$ cat config.mk
export PLATFORM = sky130hd
export DESIGN_NAME = microwave_control
export DESIGN_NICKNAME = d
export VERILOG_FILES = /design/src/rtl/microwave_control.sv
export SDC_FILE = /design/constraint.sdc
export NUM_CORES = 1
export LEC_CHECK = 0
export CAP_MARGIN = 10
export CORE_AREA = 5 5 42 44
export DETAILED_ROUTE_END_ITERATION = 10
export DIE_AREA = 0 0 47 49
export GPL_ROUTABILITY_DRIVEN = 1
export SLEW_MARGIN = 20
export SYNTH_ARGS = -nofsm -noshare
export SYNTH_HDL_FRONTEND = slang
export SYNTH_SLANG_ARGS = --single-unit
$ cat constraint.sdc
create_clock -name clk -period 1.6 [get_ports clk]
set_clock_uncertainty 0.1 [all_clocks]
set_input_delay 0.4 -clock clk [delete_from_list [all_inputs] [get_ports clk]]
set_output_delay 0.4 -clock clk [all_outputs]
set_load 0.02 [all_outputs]
$ cat src/rtl/microwave_control.sv
// Magnetron control FSM: conditions the front-panel buttons and door switch,
// then sequences IDLE/COOK/PAUSE/DONE and enables the magnetron and the cook timer.
module microwave_control #(
  parameter int SYNC_STAGES = 2
) (
  input  logic       clk,
  input  logic       clrn,
  input  logic       startn,
  input  logic       stopn,
  input  logic       door_closed,
  input  logic       timer_done,
  output logic       mag_on,
  output logic       timer_en,
  output logic       done,
  output logic [1:0] state
);

  typedef enum logic [1:0] {
    IDLE  = 2'b00,
    COOK  = 2'b01,
    PAUSE = 2'b10,
    DONE  = 2'b11
  } state_t;

  state_t cur_state, nxt_state;

  logic [SYNC_STAGES-1:0] start_sync, stop_sync, door_sync;
  logic start_prev, stop_prev;
  logic start_press, stop_press, door_ok, go;

  // Synchronizers plus one history flop per button for falling-edge detection.
  // NOTE: every flop here is reset, to its inactive level, so no false press
  // or false door-closed is seen on the first cycles after reset.
  always_ff @(posedge clk or negedge clrn) begin
    if (!clrn) begin
      start_sync <= '1;
      stop_sync  <= '1;
      door_sync  <= '0;
      start_prev <= 1'b1;
      stop_prev  <= 1'b1;
    end else begin
      // NOTE: non-blocking assignments make every stage sample the old value
      // of its neighbour, which is what turns this into a shift chain.
      start_sync <= {start_sync[SYNC_STAGES-2:0], startn};
      stop_sync  <= {stop_sync[SYNC_STAGES-2:0], stopn};
      door_sync  <= {door_sync[SYNC_STAGES-2:0], door_closed};
      start_prev <= start_sync[SYNC_STAGES-1];
      stop_prev  <= stop_sync[SYNC_STAGES-1];
    end
  end

  assign start_press = start_prev & ~start_sync[SYNC_STAGES-1];
  assign stop_press  = stop_prev & ~stop_sync[SYNC_STAGES-1];
  assign door_ok     = door_sync[SYNC_STAGES-1];
  // A simultaneous stop press always cancels a start press.
  assign go          = start_press & door_ok & ~timer_done & ~stop_press;

  always_comb begin
    // NOTE: default assignment first, so no path through the case infers a latch.
    nxt_state = cur_state;
    unique case (cur_state)
      IDLE: begin
        if (go) nxt_state = COOK;
      end
      COOK: begin
        if (!door_ok)        nxt_state = PAUSE;
        else if (timer_done) nxt_state = DONE;
        else if (stop_press) nxt_state = PAUSE;
      end
      PAUSE: begin
        if (stop_press) nxt_state = IDLE;
        else if (go)    nxt_state = COOK;
      end
      DONE: begin
        if (stop_press || !door_ok) nxt_state = IDLE;
        else if (go)                nxt_state = COOK;
      end
      default: nxt_state = IDLE;
    endcase
  end

  // Outputs are flops loaded from the next state, so they never glitch and
  // always match the state register exactly.
  always_ff @(posedge clk or negedge clrn) begin
    if (!clrn) begin
      cur_state <= IDLE;
      mag_on    <= 1'b0;
      timer_en  <= 1'b0;
      done      <= 1'b0;
    end else begin
      cur_state <= nxt_state;
      mag_on    <= (nxt_state == COOK);
      timer_en  <= (nxt_state == COOK);
      done      <= (nxt_state == DONE);
    end
  end

  assign state = cur_state;

endmodule

==> summary.md, run 1 <==
| Metric | Value |
|---|---|
| Fin worst setup slack | 0.0680 ns |
| Die span in y | 49 um |
| Final hold viol count | 0 |
| Top Family by Delay on Critical Path | flip-flops |
| Setup violators final | 0 |
| Slowest CP cell | dfrtp_1 |
| Leading area contributor after synthesis | dfstp_2 |
| Global-route wire length before repair | 1.25 mm |
| I/O pins | 11 |
| Drt drc | 0 |
| Tightest Pin Transition | 0.528 ns |
| Post-CTS setup buffer count | 0 |
| Worst path cell trace | dlygate4sd2_1 |
| Required @ worst endpoint | 1.10 ns |
| Post-placement cell area | 557 um2 |
| Die area | 2300 um2 |
| CTS root buf | clkbuf_4 |
| Worst-Skew Late Latency | 0.26 ns |
| CTS buffer count | 3 |
| Core Footprint | 1400 um2 |
| Synth top area cells | dfstp_2, dfrtp_1, nor4b_4 |
| Via count | 270 |
| Clk sinks | 12 |
| Synthesized net count | 36 |
| Crit. Startpoint | state[1] |
| Maximum vdd drop | 0.000535 V |
| Hold Crit Class | flip-flop to flip-flop |
| Drt first pass iters | 2 |
| IO buf count | 10 |
| Starting Density | 0.317 |
| Average wire per standard cell | 12.2 um |
| Worst-path clk slew | 0.07 ns |
| Pin count of the biggest net entering global routing | 13 |
| Final TNS setup | 0 ns |
| Slew Limit Fails | 0 |
| Maxcap violations | 0 |
| WP data arrival | 1.03 ns |
| Worst reg2reg startpoint | stop_sync[1] |
| Post-Syn Area | 444 um2 |
| Antenna diodes | 0 |
| Antenna-violating nets left | 0 |
| Pre-CTS worst setup slack | -0.00191 ns |
| Cell row count | 14 |
| Routed WL | 706 um |
| Outcome | finished clean |
| RSZ-0062 raised after global routing | no |
| Htree depth | 1 |
| Fraction of layout cells with a size suffix above 1 | 0.286 |
| Crit Path Category | flip-flop to primary output |
| Hold WS | 0.256 ns |
| CP endpoint kind | primary output |
| Syn_area_per_cell | 14.8 um2 |
| Syn. warnings | 0 |
| Clock Tree Buf Depth | 2 |
| CTS tree | yes |
| Post-synthesis sequential area ratio | 0.693 |
| R2R Setup Slk | 0.33 ns |
| Hold Crit Start | stop_sync[0] |
| Routability cong. | 0.727 |
| Final design instance area without fill | 573 um2 |
| Pwr dens | 996 nW/um2 |
| Initial antenna violation count | 0 |
| Pleak | 0.268 nW |
| Tmin final | 1.53 ns |
| DR iter-0 viols | 4 |
| Final worst path period share | 0.958 |
| Synth Register Bits | 12 |
| Max frequency | 653 MHz |
| Remaining Overflow, GRT | 0 |
| Startpoint Class | flip-flop |
| Critical Path Max Stage Delay | 0.42 ns |
| Synth top area share | 0.355 |
| Final Power | 0.571 mW |
| Die width | 47 um |
| Final nets | 50 |
| Via/cell ratio | 4.66 |
| Post-synthesis cell type count | 17 |
| Area growth syn-to-layout | 29.0% |
| Worst-path fanout max | 5 |
| GRT Resource Usage Total | 0.0792 |
| Critical path buffer and inverter count | 1 |
| Vias in the first global route | 297 |
| Rel. slew slack | 0.647 |
| Mapped Cells | 30 |
-- cell usage in the layout, fill, tap and decap left out --
| master | n |
|---|---|
| nand2b_1 | 1 |
| o21ai_0 | 1 |
| dfrtp_1 | 6 |
| nor2b_1 | 2 |
| nand2b_4 | 1 |
| o211ai_1 | 1 |
| a21oi_1 | 2 |
| dlygate4sd2_1 | 5 |
| a21o_1 | 1 |
| inv_1 | 1 |
| nor2b_4 | 1 |
| nor3_1 | 1 |
| clkbuf_4 | 3 |
| nand2_1 | 1 |
| nor4b_4 | 1 |
| o2bb2ai_1 | 1 |
| dfstp_2 | 6 |
| nor2_1 | 2 |
| clkdlybuf4s50_1 | 5 |
-- worst paths after layout --
kind | endpoint | cells past startpoint
max in group asynchronous | start_prev | 1
max reg2reg | state[0] | 3
max | state[1] | 1
min in group asynchronous | timer_en | 1
min | stop_sync[1] | 0
min reg2reg | stop_sync[1] | 0
-- final cells by class --
type | instances | area (um2)
multi-input cells | 16 | 125
well taps | 16 | 20.0
inverters | 1 | 3.75
flip-flops and latches | 12 | 308
repair buffers | 10 | 93.8
clock buffers | 3 | 22.5
fillers | 149 | 828
-- metrics by stage --
| stage | utilization | instances |
|---|---|---|
| global route | 0.409 | 58 |
| floorplan | - | 30 |
| global placement | 0.397 | 55 |
| CTS | 0.409 | 58 |
| detailed placement | 0.397 | 55 |
| finish | 0.409 | 58 |
-- Yosys cell counts, drive strengths merged --
cell / instances
o2bb2ai: 1
nor4b: 1
buf: 1
nor3: 1
inv: 1
dfrtp: 6
a21oi: 2
dfstp: 6
a21o: 1
o21ai: 1
nand2: 1
o211ai: 1
nor2b: 3
nor2: 2
nand2b: 2
-- cells by family (layout without fill, tap and decap cells) --
| logic type | Yosys count | count (layout) | synth area share |
|---|---|---|---|
| and+or+nand+nor | 10 | 10 | 0.194 |
| DFF | 12 | 12 | 0.693 |
| buffers and inverters | 2 | 14 | 0.0254 |
| AOI/OAI and AO/OA | 6 | 6 | 0.0873 |
-- power by group --
group / total, mW / internal, mW / switching (mW)
Combinational: 0.0613 / 0.0306 / 0.0307
Clock: 0.170 / 0.0867 / 0.0837
Sequential: 0.339 / 0.326 / 0.0132
-- flip-flops by register name, indices dropped and copies added, names as in the netlist --
register and count:
done 1, door_sync 2, start_prev 1, start_sync 2, state 2, stop_prev 1, stop_sync 2, timer_en 1
-- layer usage --
| layer | up-vias | share of wire | GRT usage | wire (um) |
|---|---|---|---|---|
| met3 | 2 | 0.075 | 0.0443 | 53 |
| met1 | 134 | 0.39 | 0.0917 | 272 |
| met4 | 0 | 0.018 | 0.0553 | 13 |
| li1 | 126 | - | - | - |
| met5 | - | 0 | 0 | 0 |
| met2 | 8 | 0.52 | 0.106 | 367 |
-- timing repair --
action,4_1_cts,5_1_grt
endpoints found under the setup margin,5,0
resized for setup,5,0
hold buffers,0,0
(Power assumes the default switching activity.)
==> inputs of run 2 (changes only) <==
Settings changed: ABC_CLOCK_PERIOD_IN_PS set to 1600, HOLD_SLACK_MARGIN set to 0.1.
==> results of run 2 <==
No change in the layout: final DEF, timing and power equal those of run 1.
